--- config.mk ---
export PLATFORM = sky130hd
export DESIGN_NAME = pipeline_hazard_ctrl_flat
export DESIGN_NICKNAME = d
export VERILOG_FILES = /design/src/rtl/pipeline_hazard_ctrl_pkg.sv /design/src/rtl/pipeline_hazard_ctrl_if.sv /design/src/rtl/pipeline_hazard_ctrl_sat_counter.sv /design/src/rtl/pipeline_hazard_ctrl.sv /design/src/flat_wrapper.sv
export SDC_FILE = /design/constraint.sdc
export NUM_CORES = 1
export LEC_CHECK = 0
export CAP_MARGIN = 5
export CORE_MARGIN = 2
export CORE_UTILIZATION = 51
export CTS_CLUSTER_SIZE = 10
export DETAILED_ROUTE_END_ITERATION = 8
export PLACE_DENSITY = 0.9
export SLEW_MARGIN = 20
export SYNTH_ARGS = -nofsm -noshare
export SYNTH_HDL_FRONTEND = slang
export SYNTH_HIERARCHICAL = 1
export SYNTH_SLANG_ARGS = --single-unit
--- constraint.sdc ---
create_clock -name clk -period 4.2 [get_ports clk]
set_clock_uncertainty 0.05 [all_clocks]
set_input_delay 0.63 -clock clk [delete_from_list [all_inputs] [get_ports clk]]
set_output_delay 0.63 -clock clk [all_outputs]
set_load 0.05 [all_outputs]
--- src/rtl/pipeline_hazard_ctrl_pkg.sv ---
// Shared types for the pipeline hazard controller: FSM encoding, NOP constant
// and the register-match helper used by the load-use detector.
package pipe_ctrl_pkg;

  typedef enum logic [1:0] {
    ST_BOOT     = 2'd0,
    ST_RUN      = 2'd1,
    ST_MEM_WAIT = 2'd2
  } ctrl_state_t;

  localparam logic [31:0] NOP_INSTR = 32'h0000_0013;

  // x0 is hardwired to zero, so a load into it never creates a dependency
  function automatic logic regMatch(input logic [4:0] rd, input logic [4:0] rs, input logic used);
    return used && (rd != 5'd0) && (rd == rs);
  endfunction

endpackage

--- src/rtl/pipeline_hazard_ctrl_if.sv ---
// Hazard inputs and stall/flush controls exchanged between the pipeline
// datapath (master) and the hazard controller (slave).
interface pipeline_hazard_ctrl_if #(
  parameter int CNT_W = 32
);
  logic [4:0]       IF_ID_Rs1;
  logic [4:0]       IF_ID_Rs2;
  logic             id_use_rs1;
  logic             id_use_rs2;
  logic             ID_EX_MemRead;
  logic [4:0]       ID_EX_Rd;
  logic             ex_mispredict;
  logic             imem_ready;
  logic             EX_MEM_MemRead;
  logic             EX_MEM_MemWrite;
  logic             dmem_ready;

  logic             pc_write;
  logic             pc_redirect;
  logic             IF_ID_Stall;
  logic             IF_ID_Flush;
  logic             ID_EX_Flush;
  logic             Control_Sig_Stall;
  logic             mem_hold;
  logic             mem_timeout_err;
  logic [CNT_W-1:0] stall_cnt;
  logic [CNT_W-1:0] flush_cnt;

  modport master (
    output IF_ID_Rs1, IF_ID_Rs2, id_use_rs1, id_use_rs2, ID_EX_MemRead, ID_EX_Rd,
           ex_mispredict, imem_ready, EX_MEM_MemRead, EX_MEM_MemWrite, dmem_ready,
    input  pc_write, pc_redirect, IF_ID_Stall, IF_ID_Flush, ID_EX_Flush,
           Control_Sig_Stall, mem_hold, mem_timeout_err, stall_cnt, flush_cnt
  );

  modport slave (
    input  IF_ID_Rs1, IF_ID_Rs2, id_use_rs1, id_use_rs2, ID_EX_MemRead, ID_EX_Rd,
           ex_mispredict, imem_ready, EX_MEM_MemRead, EX_MEM_MemWrite, dmem_ready,
    output pc_write, pc_redirect, IF_ID_Stall, IF_ID_Flush, ID_EX_Flush,
           Control_Sig_Stall, mem_hold, mem_timeout_err, stall_cnt, flush_cnt
  );

endinterface

--- src/rtl/pipeline_hazard_ctrl_sat_counter.sv ---
// Up-counter that sticks at all-ones instead of wrapping; the active-low
// clear is synchronous and takes priority over the increment.
module sat_counter #(
  parameter int WIDTH = 32
) (
  input  logic             clk,
  input  logic             i_clr_n,
  input  logic             i_inc,
  output logic [WIDTH-1:0] o_count
);

  logic [WIDTH-1:0] r_count;

  always_ff @(posedge clk) begin
    if (!i_clr_n) begin
      r_count <= '0;
    end else if (i_inc && (r_count != '1)) begin
      r_count <= r_count + WIDTH'(1);
    end
  end

  assign o_count = r_count;

endmodule

--- src/rtl/pipeline_hazard_ctrl.sv ---
// Stall/flush sequencer for the 5-stage RV32I pipeline: Mealy-decoded controls
// from a BOOT/RUN/MEM_WAIT FSM, plus saturating perf counters and dmem timeout.
module pipeline_hazard_ctrl
  import pipe_ctrl_pkg::*;
#(
  parameter int BOOT_CYCLES = 2,
  parameter int MEM_TIMEOUT = 64,
  parameter int CNT_W       = 32
) (
  input  logic                  clk,
  input  logic                  reset,
  pipeline_hazard_ctrl_if.slave bus
);

  localparam int BOOT_W = (BOOT_CYCLES > 1) ? $clog2(BOOT_CYCLES) : 1;
  localparam int WAIT_W = $clog2(MEM_TIMEOUT + 1);
  localparam logic [BOOT_W-1:0] BOOT_LAST = BOOT_W'(BOOT_CYCLES - 1);
  localparam logic [WAIT_W-1:0] WAIT_MAX  = WAIT_W'(MEM_TIMEOUT);
  localparam logic [WAIT_W-1:0] WAIT_PRE  = WAIT_W'(MEM_TIMEOUT - 1);

  ctrl_state_t       r_state;
  logic [BOOT_W-1:0] r_bootCnt;
  logic              r_timeoutErr;

  logic              w_inBoot;
  logic              w_dmemBusy;
  logic              w_loadUse;
  logic              w_holding;
  logic              w_pcWrite;
  logic              w_pcRedirect;
  logic              w_ifIdStall;
  logic              w_ifIdFlush;
  logic              w_idExFlush;
  logic              w_ctrlStall;
  logic              w_memHold;
  logic              w_stallInc;
  logic              w_waitClrN;
  logic              w_waitInc;
  logic [WAIT_W-1:0] w_waitCnt;
  logic [CNT_W-1:0]  w_stallCnt;
  logic [CNT_W-1:0]  w_flushCnt;

  assign w_inBoot   = !reset || (r_state == ST_BOOT);
  assign w_dmemBusy = (bus.EX_MEM_MemRead || bus.EX_MEM_MemWrite) && !bus.dmem_ready;
  assign w_loadUse  = bus.ID_EX_MemRead &&
                      (regMatch(bus.ID_EX_Rd, bus.IF_ID_Rs1, bus.id_use_rs1) ||
                       regMatch(bus.ID_EX_Rd, bus.IF_ID_Rs2, bus.id_use_rs2));
  assign w_holding  = !w_inBoot && ((r_state == ST_MEM_WAIT) || w_dmemBusy);

  // Memory hold outranks the mispredict so the branch is re-seen once released
  always_comb begin
    w_pcWrite    = 1'b0;
    w_pcRedirect = 1'b0;
    w_ifIdStall  = 1'b0;
    w_ifIdFlush  = 1'b0;
    w_idExFlush  = 1'b0;
    w_ctrlStall  = 1'b0;
    w_memHold    = 1'b0;
    if (w_inBoot) begin
      w_ifIdFlush = 1'b1;
      w_idExFlush = 1'b1;
    end else if (w_holding) begin
      w_ifIdStall = 1'b1;
      w_ctrlStall = 1'b1;
      w_memHold   = 1'b1;
    end else if (bus.ex_mispredict) begin
      w_pcWrite    = 1'b1;
      w_pcRedirect = 1'b1;
      w_ifIdFlush  = 1'b1;
      w_idExFlush  = 1'b1;
    end else if (w_loadUse) begin
      w_ifIdStall = 1'b1;
      w_idExFlush = 1'b1;
    end else if (!bus.imem_ready) begin
      w_ifIdFlush = 1'b1;
    end else begin
      w_pcWrite = 1'b1;
    end
  end

  assign w_stallInc = !w_inBoot && !w_pcWrite;
  // Wait count survives only across uninterrupted wait cycles; release clears it
  assign w_waitClrN = w_holding && !((r_state == ST_MEM_WAIT) && bus.dmem_ready);
  assign w_waitInc  = w_waitClrN && (w_waitCnt != WAIT_MAX);

  always_ff @(posedge clk) begin
    if (!reset) begin
      r_state      <= ST_BOOT;
      r_bootCnt    <= '0;
      r_timeoutErr <= 1'b0;
    end else begin
      if (w_waitInc && (w_waitCnt == WAIT_PRE)) begin
        r_timeoutErr <= 1'b1;
      end
      case (r_state)
        ST_BOOT: begin
          if (r_bootCnt == BOOT_LAST) begin
            r_state <= ST_RUN;
          end else begin
            r_bootCnt <= r_bootCnt + BOOT_W'(1);
          end
        end
        ST_RUN: begin
          if (w_dmemBusy) begin
            r_state <= ST_MEM_WAIT;
          end
        end
        ST_MEM_WAIT: begin
          if (bus.dmem_ready) begin
            r_state <= ST_RUN;
          end
        end
        default: r_state <= ST_BOOT;
      endcase
    end
  end

  sat_counter #(.WIDTH(CNT_W)) u_stallCnt (
    .clk     (clk),
    .i_clr_n (reset),
    .i_inc   (w_stallInc),
    .o_count (w_stallCnt)
  );

  sat_counter #(.WIDTH(CNT_W)) u_flushCnt (
    .clk     (clk),
    .i_clr_n (reset),
    .i_inc   (w_pcRedirect),
    .o_count (w_flushCnt)
  );

  sat_counter #(.WIDTH(WAIT_W)) u_waitCnt (
    .clk     (clk),
    .i_clr_n (w_waitClrN),
    .i_inc   (w_waitInc),
    .o_count (w_waitCnt)
  );

  assign bus.pc_write          = w_pcWrite;
  assign bus.pc_redirect       = w_pcRedirect;
  assign bus.IF_ID_Stall       = w_ifIdStall;
  assign bus.IF_ID_Flush       = w_ifIdFlush;
  assign bus.ID_EX_Flush       = w_idExFlush;
  assign bus.Control_Sig_Stall = w_ctrlStall;
  assign bus.mem_hold          = w_memHold;
  assign bus.mem_timeout_err   = r_timeoutErr;
  assign bus.stall_cnt         = w_stallCnt;
  assign bus.flush_cnt         = w_flushCnt;

endmodule

--- src/flat_wrapper.sv ---
// flat-port wrapper written by rule: the top's interface ports become plain ports
module pipeline_hazard_ctrl_flat import pipe_ctrl_pkg::*;
#(
  parameter int BOOT_CYCLES = 2,
  parameter int MEM_TIMEOUT = 64,
  parameter int CNT_W       = 32
)
  (clk, reset, bus_IF_ID_Rs1, bus_IF_ID_Rs2, bus_id_use_rs1, bus_id_use_rs2, bus_ID_EX_MemRead, bus_ID_EX_Rd, bus_ex_mispredict, bus_imem_ready, bus_EX_MEM_MemRead, bus_EX_MEM_MemWrite, bus_dmem_ready, bus_pc_write, bus_pc_redirect, bus_IF_ID_Stall, bus_IF_ID_Flush, bus_ID_EX_Flush, bus_Control_Sig_Stall, bus_mem_hold, bus_mem_timeout_err, bus_stall_cnt, bus_flush_cnt);
  pipeline_hazard_ctrl_if #(.CNT_W(CNT_W)) bus_i ();
  input  logic clk;
  input  logic reset;
  input wire logic [$bits(bus_i.IF_ID_Rs1)-1:0] bus_IF_ID_Rs1;
  input wire logic [$bits(bus_i.IF_ID_Rs2)-1:0] bus_IF_ID_Rs2;
  input wire logic [$bits(bus_i.id_use_rs1)-1:0] bus_id_use_rs1;
  input wire logic [$bits(bus_i.id_use_rs2)-1:0] bus_id_use_rs2;
  input wire logic [$bits(bus_i.ID_EX_MemRead)-1:0] bus_ID_EX_MemRead;
  input wire logic [$bits(bus_i.ID_EX_Rd)-1:0] bus_ID_EX_Rd;
  input wire logic [$bits(bus_i.ex_mispredict)-1:0] bus_ex_mispredict;
  input wire logic [$bits(bus_i.imem_ready)-1:0] bus_imem_ready;
  input wire logic [$bits(bus_i.EX_MEM_MemRead)-1:0] bus_EX_MEM_MemRead;
  input wire logic [$bits(bus_i.EX_MEM_MemWrite)-1:0] bus_EX_MEM_MemWrite;
  input wire logic [$bits(bus_i.dmem_ready)-1:0] bus_dmem_ready;
  output wire logic [$bits(bus_i.pc_write)-1:0] bus_pc_write;
  output wire logic [$bits(bus_i.pc_redirect)-1:0] bus_pc_redirect;
  output wire logic [$bits(bus_i.IF_ID_Stall)-1:0] bus_IF_ID_Stall;
  output wire logic [$bits(bus_i.IF_ID_Flush)-1:0] bus_IF_ID_Flush;
  output wire logic [$bits(bus_i.ID_EX_Flush)-1:0] bus_ID_EX_Flush;
  output wire logic [$bits(bus_i.Control_Sig_Stall)-1:0] bus_Control_Sig_Stall;
  output wire logic [$bits(bus_i.mem_hold)-1:0] bus_mem_hold;
  output wire logic [$bits(bus_i.mem_timeout_err)-1:0] bus_mem_timeout_err;
  output wire logic [$bits(bus_i.stall_cnt)-1:0] bus_stall_cnt;
  output wire logic [$bits(bus_i.flush_cnt)-1:0] bus_flush_cnt;
  assign bus_i.IF_ID_Rs1 = bus_IF_ID_Rs1;
  assign bus_i.IF_ID_Rs2 = bus_IF_ID_Rs2;
  assign bus_i.id_use_rs1 = bus_id_use_rs1;
  assign bus_i.id_use_rs2 = bus_id_use_rs2;
  assign bus_i.ID_EX_MemRead = bus_ID_EX_MemRead;
  assign bus_i.ID_EX_Rd = bus_ID_EX_Rd;
  assign bus_i.ex_mispredict = bus_ex_mispredict;
  assign bus_i.imem_ready = bus_imem_ready;
  assign bus_i.EX_MEM_MemRead = bus_EX_MEM_MemRead;
  assign bus_i.EX_MEM_MemWrite = bus_EX_MEM_MemWrite;
  assign bus_i.dmem_ready = bus_dmem_ready;
  assign bus_pc_write = bus_i.pc_write;
  assign bus_pc_redirect = bus_i.pc_redirect;
  assign bus_IF_ID_Stall = bus_i.IF_ID_Stall;
  assign bus_IF_ID_Flush = bus_i.IF_ID_Flush;
  assign bus_ID_EX_Flush = bus_i.ID_EX_Flush;
  assign bus_Control_Sig_Stall = bus_i.Control_Sig_Stall;
  assign bus_mem_hold = bus_i.mem_hold;
  assign bus_mem_timeout_err = bus_i.mem_timeout_err;
  assign bus_stall_cnt = bus_i.stall_cnt;
  assign bus_flush_cnt = bus_i.flush_cnt;
  pipeline_hazard_ctrl #(.BOOT_CYCLES(BOOT_CYCLES), .MEM_TIMEOUT(MEM_TIMEOUT), .CNT_W(CNT_W)) u_core (.clk(clk), .reset(reset), .bus(bus_i));
endmodule
## Word level (Yosys, flattened, before mapping)

Index checks and enable logic that the tools add are counted.
Widths: inputs -> output; s select.

| word-level totals | value |
|---|---|
| logic and storage cells | 76 |
| input port bits | 25 |
| flip-flop bits (word level) | 75 |

| cells by class | value |
|---|---|
| reductions and logical operators | 27 |
| equal/unequal tests | 12 |
| add/subtract/negate cells | 4 |
| muxes and demuxes | 27 |

Operators with widths:

| operator | number |
|---|---|
| $add 32x1->32 const B | 2 |
| $ne 32x32->1 const B | 2 |
| $mux 1 | 23 |
| $logic_and 1x1->1 | 15 |
| $ne 7x7->1 const B | 2 |
| $eq 5x5->1 | 2 |
| $add 7x1->7 const B | 1 |
| $eq 7x6->1 const B | 1 |
| $mux 2 | 3 |
| $pmux 2 s3 | 1 |
| $logic_not 1->1 | 5 |
| $reduce_bool 5->1 | 1 |
| $logic_or 1x1->1 | 4 |
| $ne 2x1->1 const B | 2 |
| $reduce_and 3->1 | 1 |
| $eq 2x1->1 const B | 1 |
| $eq 2x2->1 const B | 1 |
| $logic_not 2->1 | 1 |
| $ne 2x2->1 const B | 1 |
| $add 1x1->1 const B | 1 |

## Depth between registers and ports, before layout

| logic depth | value |
|---|---|
| word-level depth | 12 |
| gate-level depth with buffers | 10 |
| depth with buffers taken out | 9 |

## By module

Netlist, hierarchy kept.

Modules (own cells, without submodules):

| module | cells each | area each (sq um) | instances |
|---|---|---|---|
| sat_counter at u_core.u_flushCnt ... | 200 | 1704.1 | 2 |
| pipeline_hazard_ctrl | 64 | 466.7 | 1 |
| sat_counter at u_core.u_waitCnt | 36 | 329.1 | 1 |

## Least setup slack after synthesis

OpenSTA, ideal clock, no wires.

| path | value |
|---|---|
| kind | input -> register |
| from | input port bus_ID_EX_Rd[3] |
| to | register u_core.u_stallCnt.r_count[31] (netlist: u_core/u_stallCnt/o_count[31]) |
| buffers on the path | 0 |
| slack | 0.847 ns |
| library setup time | 0.070 ns |
| stages on the path | 9 |
| arrival time | 3.233 ns |
| cells stage by stage | xor2_1 nor4_2 a32oi_1 o21ai_0 nand4_1 or4_4 or3_1 or4_1 a21oi_1 |

| on the way | value |
|---|---|
| cells in the longest elaborated chain, start to end | 12 |

Ends and longest elaborated chain:

| element | line | RTL |
|---|---|---|
| start, declared | flat_wrapper.sv:17 | `input wire logic [$bits(bus_i.ID_EX_Rd)-1:0] bus_ID_EX_Rd;` |
| $reduce_bool 5->1 | pipeline_hazard_ctrl_pkg.sv:15 | `return used && (rd != 5'd0) && (rd == rs);` |
| $logic_and 1x1->1 (2 in series) | pipeline_hazard_ctrl_pkg.sv:15 |  |
| $logic_or 1x1->1 * | pipeline_hazard_ctrl.sv:46 | `(regMatch(bus.ID_EX_Rd, bus.IF_ID_Rs1, bus.id_use_rs1) \|\|` |
| $logic_and 1x1->1 * | pipeline_hazard_ctrl.sv:45 | `assign w_loadUse = bus.ID_EX_MemRead &&` |
| $mux 1 * | pipeline_hazard_ctrl.sv:71 | `end else if (w_loadUse) begin` |
| $mux 1 * | pipeline_hazard_ctrl.sv:66 | `end else if (bus.ex_mispredict) begin` |
| $mux 1 * | pipeline_hazard_ctrl.sv:62 | `end else if (w_holding) begin` |
| $mux 1 * | pipeline_hazard_ctrl.sv:59 | `if (w_inBoot) begin` |
| $logic_not 1->1 * | pipeline_hazard_ctrl.sv:81 | `assign w_stallInc = !w_inBoot && !w_pcWrite;` |
| $logic_and 1x1->1 * | pipeline_hazard_ctrl.sv:81 |  |
| via u_core.w_stallInc | pipeline_hazard_ctrl.sv:36 | `logic w_stallInc;` |
| $logic_and 1x1->1 * | pipeline_hazard_ctrl_sat_counter.sv:17 | `end else if (i_inc && (r_count != '1)) begin` |
| end signal, assigned | pipeline_hazard_ctrl_sat_counter.sv:18 | `r_count <= r_count + WIDTH'(1);` |
| end, declared | pipeline_hazard_ctrl_sat_counter.sv:12 | `logic [WIDTH-1:0] r_count;` |

Mark *: on every way through the listed nets, which the timed path passes. The rest lies on a longest branch.
A chain may end at the register's enable or synchronous reset.

## Worst setup path after layout

| path | value |
|---|---|
| from | input port bus_ID_EX_Rd[1] |
| to | register u_core.u_stallCnt.r_count[31] (netlist: u_core/u_stallCnt/o_count[31]) |

Same word-level chain as after synthesis.

==> qor.yml <==
status:
  outcome: "complete, no violations"
worst_setup_path:
  critPathMaxStageDelay_ps: 520
  start_kind: "input pin"
  worstReg2RegStart: "u_core/r_state[0]"
  crit_slowest_cell: "or4_4"
  cp.required_ps: 4400
  r2r_slack_ps: 1070
  crit_cells: 10
  setup.worst_path.end: "u_core/u_stallCnt/o_count[31]"
  r2r_cells: 9
  path_delay_family: "simple AND/OR/NAND/NOR gates"
  cp_max_fo: 5
  crit_start: "bus_ID_EX_Rd[1]"
  crit_chain: "clkdlybuf4s50_1 -> xor2_1 -> nor4_2 -> a32oi_1 -> o21ai_0 -> nand4_1 -> or4_4 -> or3_1 -> or4_1 -> a21oi_1"
  timing.rr.end: "u_core/u_stallCnt/o_count[31]"
  path_buf_inv: 1
  worst_setup_path_end_kind: "flop"
  worstSetupPathType: "input pin to flop"
  cp_data_arrival_time_ps: 3800
finish:
  fillers: 672
  syn_to_final_growth_pct: 30.7
  final_layout_size_suffix_gt1_frac: 0.0825
  diodes: 0
  final_common_cell: "clkdlybuf4s50_1"
  final_cell_mix: "clkdlybuf4s50_1 (89), dfxtp_1 (75), nand2_1 (40), nor2_1 (30), a21oi_1 (30)"
  stdcell_count: 699
  final_nets: 619
  fin_util: 0.679
cts:
  holdBufCountCts: 0
  cts_setup_buffers: 0
  clockRootBuffer: "clkbuf_8"
  cts_buffer_depth: 2
  cts_tree: "done"
  cts_buffers: 9
  cts_sinks: 75
  path_clk_slew_ps: 70
  clk_latency_ps: 340
  cts_resized: 0
  htree_levels: 3
route:
  post_drt_via_cell_ratio: 6.30
  ant_nets: 0
  first_iter_violations: 217
  wl_met3_um: 850
  met1_length_mm: 4.60
  met2_length_mm: 5.71
  num_vias: 4402
  totalWireLength_mm: 11.4
  wl_per_cell_um: 16.3
  highest_layer: "met4"
  drt_pass1_iterations: 5
  drc_errors: 0
synth:
  yosys.area.top_type: "dfxtp_1"
  ys_top_cells_by_area: "dfxtp_1 (36%), or4_1 (4.1%), mux2i_1 (4.0%)"
  synth_compound_area_frac: 0.193
  yosys_warnings: 6
  synth_top_area_frac: 0.357
  synthSimpleGateAreaFrac: 0.324
  synthXorXnorAreaFrac: 0.0417
  ys_seq_elements: 75
  avgSynthCellArea_sq_um: 8.41
  syn_area_sq_um: 4200
  synth_cell_types: 52
  synth_top_family_by_area: "simple AND/OR/NAND/NOR gates"
  synthCells: 500
  muxShareOfSynthArea: 0.0405
  synthAdderAreaFrac: 0.00893
  ys_seq_area_frac: 0.357
  synth_ff_type: "dfxtp_1"
  async_flop_share: 0
  synth_edf_count: 0
  syn_nets: 528
die:
  fp.dieW_um: 94.8
  initial_utilization: 0.519
  row_count: 33
  dieHeight_um: 94.8
  ios: 97
  die_area_sq_um: 8990
  core_area_sq_um: 8090
timing:
  tightest_slew_ps: 799
  period_minus_slack_ps: 3590
  max_freq_mhz: 278
  finalCritPeriodShare: 0.856
  slew_headroom: 0.467
  rsz0062_at_grt: "no"
  tns_ps: 0
  final_hold_viol_count: 0
  maxSlewViolCount: 0
  setup_viol: 0
power_and_ir_drop:
  p_leak_uw: 0.00175
  peakVddDrop_mv: 0.140
  finalPower_uw: 1390
  pwr_density_cell_nw_per_um2: 253
grt:
  grt_max_degree: 44
  grtUsageTotal: 0.256
  antenna_found_initial: 0
  grt_pass1_wl_mm: 18.6
  overflow: 0
  first_global_vias: 4074
placed_design:
  hpwl_mm: 8.08
  portBuffers: 96
  place.gp.congestion: 0.877
  placed_cells_incl_taps: 685
hold_path:
  hold_path.class: "flop to flop"
  hold_start: "u_core/r_bootCnt"
flow_run:
  drv_cap: 0
## sequential cells by signal, indices dropped and copies added, names as in the netlist
| register | flops |
|---|---|
| u_core/bus.mem_timeout_err | 1 |
| u_core/u_waitCnt/o_count | 7 |
| u_core/u_stallCnt/o_count | 32 |
| u_core/u_flushCnt/o_count | 32 |
| u_core/r_bootCnt | 1 |
| u_core/r_state | 2 |
## where the power goes
part	leakage (uW)	internal (uW)	switching, uW	total, uW
sequential	0.000605	715	5.65	720
clock	0.0000946	285	260	545
combinational	0.00105	56.0	71.0	127
## Yosys cell counts (13+ instances only)
cell,number
dfxtp_1,75
nand2_1,40
a21oi_1,30
nor2_1,30
nand3_1,27
or4_1,23
o31ai_1,22
clkbuf_1,21
nand2b_1,21
nand4_1,18
mux2i_1,17
and4_1,13
nor4_1,13
o21ai_0,13
## worst reg2reg max path, cell delays in order, from the launching register on
cell,delay [ps]
dfxtp_1,420
nor2_1,100
nor3_1,350
nand2_1,160
o21ai_0,320
nand4_1,180
or4_4,520
or3_1,400
or4_1,400
a21oi_1,150
## per-layer routing
metal	track usage	vias to the layer above
met2	0.442	209
met4	0.105	0
met1	0.312	2061
met3	0.0471	27
li1	-	2105
met5	0	-
## area by class of cell
| class | count | area, sq um | share of cell area |
|---|---|---|---|
| clock buffers | 10 | 138 | 0.0251 |
| well taps | 105 | 131 | 0.0239 |
| clock inverters | 4 | 51.3 | 0.00934 |
| repair buffers | 106 | 1070 | 0.194 |
| inverters | 9 | 33.8 | 0.00615 |
| flip-flops and latches | 75 | 1500 | 0.273 |
| multi-input cells | 390 | 2570 | 0.468 |
## worst min-delay path by stage
| stage | end | slack, ps | cells past startpoint |
|---|---|---|---|
| 3_3_place_gp | u_core/r_bootCnt | 400 | 2 |
| 6_report | u_core/r_bootCnt | 420 | 2 |
| 5_1_grt | u_core/u_stallCnt/o_count[27] | 460 | 2 |
| 3_5_place_dp | u_core/r_bootCnt | 400 | 2 |
| 2_1_floorplan | u_core/r_bootCnt | 380 | 2 |
| 4_1_cts | u_core/r_bootCnt | 420 | 2 |
## logic make-up after synthesis
family	Yosys count
AND/OR/NAND/NOR	234
AO/OA/AOI/OAI	116
flip-flops	75
buffers and inverters	35
XOR/XNOR	20
multiplexers	17
adder cells (fa/ha/maj)	3
## stage by stage
stage	hold WS [ps]	worst slack, ps	area, sq um
CTS	420	623	5490
global placement	400	380	5310
floorplan	385	847	4200
finish	417	606	5490
detailed placement	405	266	5310
global route	460	388	5490
Power figures use the tool's default switching activity.
